[src/rtl/ritc_dac_servo_if.sv]
// Measurement input and DAC servo write port for the RITC DAC servo loop.
// The controller uses the master view and the DAC/measurement side uses the slave view.
interface ritc_dac_servo_if;
   logic               meas_valid;
   logic               meas_ritc;
   logic signed [15:0] meas_err;
   logic               loader_busy;
   logic               servo_addr;
   logic               servo_wr;
   logic               servo_update;
   logic [11:0]        servo;

   modport master (
      input  meas_valid, meas_ritc, meas_err, loader_busy,
      output servo_addr, servo_wr, servo_update, servo
   );

   modport slave (
      output meas_valid, meas_ritc, meas_err, loader_busy,
      input  servo_addr, servo_wr, servo_update, servo
   );
endinterface

[src/rtl/ritc_dac_servo.sv]
// Closed-loop integrator for the two RITC DAC values. It writes changed values into the servo
// BRAM slot, pulses a reload, follows the loader busy handshake and lets software pause the loop.
module ritc_dac_servo #(
   parameter int INIT_VALUE   = 2048,
   parameter int MIN_VAL      = 0,
   parameter int MAX_VAL      = 4095,
   parameter int GAIN_SHIFT   = 4,
   parameter int MAX_STEP     = 64,
   parameter int DEADBAND     = 2,
   parameter int BUSY_TIMEOUT = 8
) (
   input  logic        clk_i,
   input  logic        rst_n_i,
   input  logic        enable_i,
   input  logic        pause_i,
   output logic        paused_o,
   input  logic        set_wr_i,
   input  logic        set_ritc_i,
   input  logic [11:0] set_val_i,
   input  logic        status_clr_i,
   output logic [11:0] val_r0_o,
   output logic [11:0] val_r1_o,
   output logic [7:0]  drop_count_o,
   output logic        timeout_o,
   ritc_dac_servo_if.master bus
);

   localparam int CW = $clog2(BUSY_TIMEOUT + 1);
   localparam logic signed [15:0] STEP_HI = 16'(MAX_STEP);
   localparam logic signed [15:0] STEP_LO = -STEP_HI;
   localparam logic signed [15:0] DB_HI   = 16'(DEADBAND);
   localparam logic signed [15:0] DB_LO   = -DB_HI;
   localparam logic signed [17:0] VAL_MIN = 18'(MIN_VAL);
   localparam logic signed [17:0] VAL_MAX = 18'(MAX_VAL);

   typedef enum logic [2:0] {IDLE, CALC, APPLY, WRITE, UPDATE, WAIT_HI, WAIT_LO} state_t;

   state_t             state_q;
   logic               ritc_q;
   logic signed [15:0] err_q;
   logic signed [15:0] step_q;
   logic [11:0]        val_q [2];
   logic [CW-1:0]      cnt_q;
   logic               paused_q;
   logic               servo_wr_q;
   logic               servo_update_q;
   logic               servo_addr_q;
   logic [11:0]        servo_q;
   logic [7:0]         drop_q;
   logic               timeout_q;

   logic signed [15:0] shifted;
   logic signed [15:0] step_d;
   logic signed [17:0] sum;
   logic [11:0]        cur_val;
   logic [11:0]        new_d;
   logic               in_dead;
   logic               accept;
   logic               drop;
   logic [CW-1:0]      cnt_inc;

   always_comb begin
      shifted = err_q >>> GAIN_SHIFT;
      step_d  = shifted;
      if (shifted > STEP_HI)
         step_d = STEP_HI;
      else if (shifted < STEP_LO)
         step_d = STEP_LO;
      in_dead = (err_q >= DB_LO) && (err_q <= DB_HI);
      cur_val = ritc_q ? val_q[1] : val_q[0];
      // 18-bit headroom keeps out-of-range presets plus a full step from wrapping
      sum     = 18'($signed({6'd0, cur_val})) + 18'(step_q);
      new_d   = sum[11:0];
      if (sum < VAL_MIN)
         new_d = VAL_MIN[11:0];
      else if (sum > VAL_MAX)
         new_d = VAL_MAX[11:0];
      accept  = bus.meas_valid && enable_i && !pause_i && (state_q == IDLE);
      drop    = bus.meas_valid && enable_i && !accept;
      cnt_inc = cnt_q + CW'(1);
   end

   always_ff @(posedge clk_i) begin
      if (!rst_n_i) begin
         state_q        <= IDLE;
         ritc_q         <= 1'b0;
         err_q          <= '0;
         step_q         <= '0;
         val_q[0]       <= 12'(INIT_VALUE);
         val_q[1]       <= 12'(INIT_VALUE);
         cnt_q          <= '0;
         paused_q       <= 1'b0;
         servo_wr_q     <= 1'b0;
         servo_update_q <= 1'b0;
         servo_addr_q   <= 1'b0;
         servo_q        <= '0;
         drop_q         <= '0;
         timeout_q      <= 1'b0;
      end else begin
         servo_wr_q     <= 1'b0;
         servo_update_q <= 1'b0;
         paused_q       <= pause_i && (state_q == IDLE);

         if (status_clr_i)
            drop_q <= '0;
         else if (drop && drop_q != 8'hFF)
            drop_q <= drop_q + 8'd1;
         if (status_clr_i)
            timeout_q <= 1'b0;

         if (set_wr_i && paused_q)
            val_q[set_ritc_i] <= set_val_i;

         case (state_q)
            IDLE: if (accept) begin
               ritc_q  <= bus.meas_ritc;
               err_q   <= bus.meas_err;
               state_q <= CALC;
            end
            CALC: begin
               step_q  <= step_d;
               state_q <= in_dead ? IDLE : APPLY;
            end
            APPLY: if (new_d == cur_val) begin
               state_q <= IDLE;
            end else begin
               val_q[ritc_q] <= new_d;
               servo_wr_q    <= 1'b1;
               servo_addr_q  <= ritc_q;
               servo_q       <= new_d;
               state_q       <= WRITE;
            end
            WRITE: begin
               servo_update_q <= 1'b1;
               state_q        <= UPDATE;
            end
            UPDATE: begin
               cnt_q   <= '0;
               state_q <= WAIT_HI;
            end
            WAIT_HI: if (bus.loader_busy) begin
               state_q <= WAIT_LO;
            end else begin
               cnt_q <= cnt_inc;
               if (cnt_inc == CW'(BUSY_TIMEOUT)) begin
                  if (!status_clr_i)
                     timeout_q <= 1'b1;
                  state_q <= IDLE;
               end
            end
            WAIT_LO: if (!bus.loader_busy)
               state_q <= IDLE;
            default: state_q <= IDLE;
         endcase
      end
   end

   assign paused_o         = paused_q;
   assign val_r0_o         = val_q[0];
   assign val_r1_o         = val_q[1];
   assign drop_count_o     = drop_q;
   assign timeout_o        = timeout_q;
   assign bus.servo_wr     = servo_wr_q;
   assign bus.servo_update = servo_update_q;
   assign bus.servo_addr   = servo_addr_q;
   assign bus.servo        = servo_q;

endmodule
[src/flat_wrapper.sv]
// flat-port wrapper written by rule: the top's interface ports become plain ports
module ritc_dac_servo_flat 
#(
   parameter int INIT_VALUE   = 2048,
   parameter int MIN_VAL      = 0,
   parameter int MAX_VAL      = 4095,
   parameter int GAIN_SHIFT   = 4,
   parameter int MAX_STEP     = 64,
   parameter int DEADBAND     = 2,
   parameter int BUSY_TIMEOUT = 8
)
  (clk_i, rst_n_i, enable_i, pause_i, paused_o, set_wr_i, set_ritc_i, set_val_i, status_clr_i, val_r0_o, val_r1_o, drop_count_o, timeout_o, bus_meas_valid, bus_meas_ritc, bus_meas_err, bus_loader_busy, bus_servo_addr, bus_servo_wr, bus_servo_update, bus_servo);
  ritc_dac_servo_if bus_i ();
  input  logic clk_i;
  input  logic rst_n_i;
  input  logic enable_i;
  input  logic pause_i;
  output logic paused_o;
  input  logic set_wr_i;
  input  logic set_ritc_i;
  input  logic [11:0] set_val_i;
  input  logic status_clr_i;
  output logic [11:0] val_r0_o;
  output logic [11:0] val_r1_o;
  output logic [7:0] drop_count_o;
  output logic timeout_o;
  input wire logic [$bits(bus_i.meas_valid)-1:0] bus_meas_valid;
  input wire logic [$bits(bus_i.meas_ritc)-1:0] bus_meas_ritc;
  input wire logic [$bits(bus_i.meas_err)-1:0] bus_meas_err;
  input wire logic [$bits(bus_i.loader_busy)-1:0] bus_loader_busy;
  output wire logic [$bits(bus_i.servo_addr)-1:0] bus_servo_addr;
  output wire logic [$bits(bus_i.servo_wr)-1:0] bus_servo_wr;
  output wire logic [$bits(bus_i.servo_update)-1:0] bus_servo_update;
  output wire logic [$bits(bus_i.servo)-1:0] bus_servo;
  assign bus_i.meas_valid = bus_meas_valid;
  assign bus_i.meas_ritc = bus_meas_ritc;
  assign bus_i.meas_err = bus_meas_err;
  assign bus_i.loader_busy = bus_loader_busy;
  assign bus_servo_addr = bus_i.servo_addr;
  assign bus_servo_wr = bus_i.servo_wr;
  assign bus_servo_update = bus_i.servo_update;
  assign bus_servo = bus_i.servo;
  ritc_dac_servo #(.INIT_VALUE(INIT_VALUE), .MIN_VAL(MIN_VAL), .MAX_VAL(MAX_VAL), .GAIN_SHIFT(GAIN_SHIFT), .MAX_STEP(MAX_STEP), .DEADBAND(DEADBAND), .BUSY_TIMEOUT(BUSY_TIMEOUT)) u_core (.clk_i(clk_i), .rst_n_i(rst_n_i), .enable_i(enable_i), .pause_i(pause_i), .paused_o(paused_o), .set_wr_i(set_wr_i), .set_ritc_i(set_ritc_i), .set_val_i(set_val_i), .status_clr_i(status_clr_i), .val_r0_o(val_r0_o), .val_r1_o(val_r1_o), .drop_count_o(drop_count_o), .timeout_o(timeout_o), .bus(bus_i));
endmodule
[config.mk]
export PLATFORM = sky130hd
export DESIGN_NAME = ritc_dac_servo_flat
export DESIGN_NICKNAME = d
export VERILOG_FILES = /design/src/rtl/ritc_dac_servo_if.sv /design/src/rtl/ritc_dac_servo.sv /design/src/flat_wrapper.sv
export SDC_FILE = /design/constraint.sdc
export NUM_CORES = 1
export LEC_CHECK = 0
export BUFFER_PORTS_ARGS = -buffer_cell sky130_fd_sc_hd__buf_2
export CAP_MARGIN = 20
export CORE_AREA = 2 2 104 106
export CTS_CLUSTER_DIAMETER = 60
export DETAILED_ROUTE_END_ITERATION = 10
export DIE_AREA = 0 0 106 108
export GPL_TIMING_DRIVEN = 0
export PLACE_DENSITY = 0.76
export SETUP_SLACK_MARGIN = 0.1
export SLEW_MARGIN = 20
export SYNTH_ARGS = -nofsm -noshare
export SYNTH_HDL_FRONTEND = slang
export SYNTH_SLANG_ARGS = --single-unit
[constraint.sdc]
create_clock -name clk_i -period 3.9 [get_ports clk_i]
set_input_delay 0.195 -clock clk_i [delete_from_list [all_inputs] [get_ports clk_i]]
set_output_delay 0.195 -clock clk_i [all_outputs]
set_load 0.01 [all_outputs]
# [Word level (Yosys, flattened, before mapping)]
# Memory sizes are Yosys's and may differ from the RTL's.
# Cells that the tools add are included.
[word_totals] inputBits=38 mem_count=1 regBits=65 output_inout_bits=49 latch_bits=0 ramBits=24 elab_cells=90 romBits=0
[memory_table] name="u_core.val_q" depth=2 width=12 read_ports=2 rd_ports_with_merged_regs=0 write_ports=2 line_no="ritc_dac_servo.sv:42" rtl="logic [11:0] val_q [2];"
[classes] bitwise=2 shift=0 muxes=34 n_mul=0 n_eq_ne=13 n_div=0 n_lt_le_gt_ge=6 reduce_logical=19 n_addsub=3
[ops] cell="two-way mux 12 bit" n=5
[ops] cell="two-way mux 16 bit" n=2
[ops] cell="OR reduction 12 bit" n=2
[ops] cell="case mux 3 bit (7 select lines)" n=1
[ops] cell="greater-than comparator 18 x 13 -> 1 bit, second input constant" n=1
[ops] cell="< comparator 18 x 1 -> 1 bit, second input constant" n=1
[ops] cell="two-way mux 1 bit" n=18
[ops] cell="adder 13 x 16 -> 17 bit" n=1
[ops] cell="greater-or-equal comparator 16 x 2 -> 1 bit, second input constant" n=1
[ops] cell="less-or-equal comparator 16 x 3 -> 1 bit, second input constant" n=1
[ops] cell="== test 12 bit" n=1
[ops] cell="greater-than comparator 12 x 8 -> 1 bit, second input constant" n=1
[ops] cell="< comparator 12 x 7 -> 1 bit, second input constant" n=1
[ops] cell="two-way mux 3 bit" n=4
[ops] cell="== test 3 bit, second input constant" n=3
[ops] cell="adder 8 x 1 -> 8 bit, second input constant" n=1
[ops] cell="logical AND 1 bit" n=8
[ops] cell="inequality test 8 bit, second input constant" n=1
[ops] cell="case mux 4 bit (2 select lines)" n=1
[ops] cell="== test 3 x 2 -> 1 bit, second input constant" n=2
[ops] cell="AND reduction 2 bit" n=3
[ops] cell="adder 4 x 1 -> 4 bit, second input constant" n=1
[ops] cell="== test 4 bit, second input constant" n=1
[ops] cell="two-way mux 2 bit" n=2
[ops] cell="other kinds (11)" n=14

# [Logic depth before layout (Yosys ltp)]
# An unclocked memory read counts as a cell.
[depth] ltp_word=13 ltp_mapped=19

# [Worst setup path after synthesis]
# OpenSTA, ideal clock, no wires.
[synth_path] path_type="register to register" start="register u_core.ritc_q" end="memory u_core.val_q[0][0] (enable)" period_less_slack_ns=4.313 path_slack_ns=-0.413 required_time_ns=3.586 stages_incl_launch_ff=17 arrival_time_ns=3.999 setup_time_ns=0.314 n_path_buf=4 path_cell_list="dfxtp_1 buf_2 buf_2 mux2_2 ha_1 buf_6 nand4_1 nand2b_1 a21o_4 a21oi_4 nor3_1 or3_1 a2111oi_2 and4_4 buf_6 nor3_1 or3_1"
[synth_rtl] element="from (decl)" line_no="ritc_dac_servo.sv:39" rtl="logic ritc_q;"
[synth_rtl] element="from (signal assigned)" line_no="ritc_dac_servo.sv:116" rtl="ritc_q <= bus.meas_ritc;"
[synth_rtl] element="to (decl)" line_no="ritc_dac_servo.sv:42"

==> impl_metrics.yaml <==
die:
  dieArea_mm2: 0.0114
  start_util_pct: 51.6
  die_w_um: 106
  fp.dieH_um: 108
  num_rows: 37
  core_area_mm2: 0.0102
  boundaryPins: 87
worst_hold_path:
  hold_path_depth: 3
  hold_start: "bus_meas_err[3]"
  holdCritPathClass: "in -> reg"
  whs_endpoint: "u_core.err_q[3]"
placed_design:
  place.gp.congestion: 0.989
  port_buffers: 85
  dp_hpwl_um: 11700
  dpl.cell_count: 843
layout:
  layout-drive-gt1-share_pct: 31.8
  n_antenna_cell: 0
  seqCellArea_mm2: 0.00194
  stdcell_count: 903
  fillers: 776
  nets: 817
  area_delta_synth_final_pct: 34.1
  multi_input_area_mm2: 0.00363
synth:
  synth_area_mm2: 0.00528
  synth_cells: 622
  synth-async-reset-ratio_pct: 0
  ys.warnings.count: 0
  synth_top_cell_by_area: "dfxtp_1"
  ys.flop_type: "dfxtp_1"
  synth_area_leaders: "dfxtp_1 (23%), edfxtp_1 (14%), nand2_1 (7.4%), mux2i_1 (6.3%), nor2_1 (4.2%)"
  synth_edf_count: 24
  ys_top_cells_by_count: "nand2_1 (104), dfxtp_1 (61), nor2_1 (59), a21oi_1 (43), mux2i_1 (33)"
  synth_top_area_share_pct: 23.1
  ys_types: 72
  ys_seq_elements: 85
  yosysSeqAreaShare_pct: 36.8
  syn-mean-instance-area_um2: 8.49
  syn_nets: 677
  yosysMostFrequentCell: "nand2_1"
clock_network:
  cts-htree-levels: 3
  hold_buffers: 0
  insertion_delay_ns: 0.37
  cts_buffer_depth: 2
  clock-sinks: 85
  cts_buffers: 9
  tritoncts: "yes"
  clk_pin_slew_ns: 0.09
  cts_root_buffer: "clkbuf_8"
timing:
  tightest_slew_ns: 0.906
  max_freq_mhz: 236
  finalSetupViolCount: 64
  finClkSkew_ns: 0.0211
  period_minus_slack_ns: 4.24
  whs_ns: 0.0581
  final.period_utilization_pct: 109
  final_max_slew_viol_count: 0
  rsz0062_at_grt: "true"
  max_slew_margin_pct: 39.2
  worst_slack_ns: -0.342
  final_hold_viol_count: 0
detailed_routing:
  drtAntennaViolNets: 0
  wl_per_cell_um: 18.9
  first_pass_iters: 7
  viasPerCell: 6.04
  wl_um: 17100
  dr_total_vias: 5456
  drc_errors: 0
  drt-initial-drc-count: 394
pwr:
  p_per_area_mw_per_mm2: 297
  total_power_mw: 2.10
  power_frac_comb_pct: 18.8
  peakVddDrop_uv: 233
  pwr-share-clk_pct: 35.9
  p_switching_mw: 0.580
  p_sw_share_pct: 27.6
  p_leak_nw: 2.74
  p_seq_share_pct: 45.3
  p_int_mw: 1.52
critical_path:
  worstPathMaxFanout: 10
  crit_path_end_kind: "register"
  reg2reg_depth: 15
  r2r_setup_slack_ns: -0.34
  r2r_start: "u_core.ritc_q"
  required_ns: 4.01
  cp-start-kind: "register"
  arrival_ns: 4.35
  rr_endpoint: "u_core.val_q[0][11]"
  crit_type: "reg -> reg"
global_route:
  track_usage_pct: 28.7
  grt_pass1_vias: 5136
  grt_antenna_before_repair: 0
  grt_pass1_wl_um: 25700
  grt_max_degree: 15
  grt_overflow: 0
run_status:
  outcome: "finished, violations left"
  violations: "setup timing"
flow_run:
  cap_violations: 0
per-layer routing:
metal / vias to the layer above / track usage [%] / wire length, µm
met4: 0 / 11.8 / 584
met3: 54 / 7.59 / 1470
met2: 265 / 47.0 / 8100
li1: 2559 / - / -
met1: 2578 / 36.2 / 6900
met5: - / 0 / 0
power by group through the flow:
stage                     clock network [mW]  registers, mW  logic [mW]
after floorplan                            0          0.974       0.197
after global placement                     0          0.968       0.304
after detailed placement                   0          0.969       0.307
after CTS                              0.749          0.949       0.342
after global routing                   0.783          0.953       0.419
final                                  0.754          0.950       0.395
area by class of cell:
cell class	instances	share of cell area (%)
flip-flops and latches	85	27.4
repair buffers	127	11.0
multi-input cells	487	51.3
inverters	16	0.848
plain buffers	36	3.48
clock inverters	4	1.08
clock buffers	12	2.35
well taps	136	2.40
cells by family (layout without fill, tap and decap cells):
logic type,count (synthesis),after routing,share of synthesized area (%)
simple gates,255,256,23.1
compound gates,156,157,20.7
flops,85,85,36.8
buf+inv,52,195,4.43
mux,44,44,8.60
fa+ha+maj,17,17,4.17
xor+xnor,13,13,2.16
what timing repair did:
| item | in CTS | in global routing |
|---|---|---|
| buffers inserted | 22 | 16 |
| gates cloned | 5 | 1 |
| endpoints found under the setup margin | 64 | 64 |
| resized for setup | 41 | 61 |
| pin swaps | 23 | 27 |
critical path: stages, from the launching register on:
cell and delay, ns:
dfxtp_2 0.34, buf_12 0.14, buf_12 0.14, mux2_2 0.40, ha_4 0.34, nand4_1 0.26
a21o_4 0.34, a21o_1 0.22, buf_4 0.21, a211oi_2 0.38, a31oi_4 0.08, a221oi_2 0.20
and4_4 0.31, buf_6 0.14, nor3_4 0.05, or3_4 0.44
placed cells by master (no fill, tap or decap), types with 5 or more instances in the layout:
cell type / count
nand2_1: 103
o41ai_1: 6
buf_2: 87
o211ai_1: 12
buf_4: 33
buf_6: 17
ha_1: 8
and3_1: 5
ha_4: 7
mux2_4: 5
a21o_1: 10
nor2_1: 58
o21ai_1: 6
nand4_1: 7
mux2_2: 6
o21ai_0: 15
nor3_1: 12
dfxtp_1: 60
a21oi_1: 38
xnor2_1: 8
a21oi_4: 6
mux2i_1: 29
nand2b_1: 10
nand3_1: 11
clkbuf_8: 10
edfxtp_1: 24
or4_1: 6
clkbuf_1: 19
o21bai_1: 5
inv_1: 13
a22oi_1: 11
flip-flops by register name, summed over array words and instances (netlist names):
name and flops:
u_core.bus.servo_update 1, u_core.bus.servo 12, u_core.drop_count_o 8, u_core.bus.servo_wr 1, u_core.timeout_o 1, u_core.state_q 3
u_core.cnt_q 4, u_core.val_q 24, u_core.paused_o 1, u_core.ritc_q 1, u_core.step_q 12, u_core.bus.servo_addr 1
u_core.err_q 16
per-stage QoR:
| step | util (%) | cell area (µm²) | TNS [ns] | setup slack, ns |
|---|---|---|---|---|
| 6_report | 69.2 | 7080 | -13.31 | -0.342 |
| 5_1_grt | 69.2 | 7080 | -20.64 | -0.445 |
| 4_1_cts | 65.1 | 6670 | -13.72 | -0.316 |
| 3_5_place_dp | 58.8 | 6010 | -29.00 | -0.631 |
| 3_3_place_gp | 58.8 | 6010 | -30.32 | -0.664 |
| 2_1_floorplan | - | 5420 | -0.855 | -0.0481 |
worst max-delay path by stage:
stage	cells after the start	from	end	slack, ns
after detailed placement	15	u_core.ritc_q	u_core.val_q[0][6]	-0.63
after global placement	17	u_core.ritc_q	u_core.val_q[0][10]	-0.66
final	15	u_core.ritc_q	u_core.val_q[0][11]	-0.34
after global routing	15	u_core.ritc_q	u_core.val_q[0][6]	-0.45
after floorplan	16	u_core.ritc_q	u_core.val_q[0][0]	-0.05
after CTS	18	u_core.ritc_q	u_core.val_q[1][11]	-0.32
Note: power is estimated with default switching activity, not from simulation.
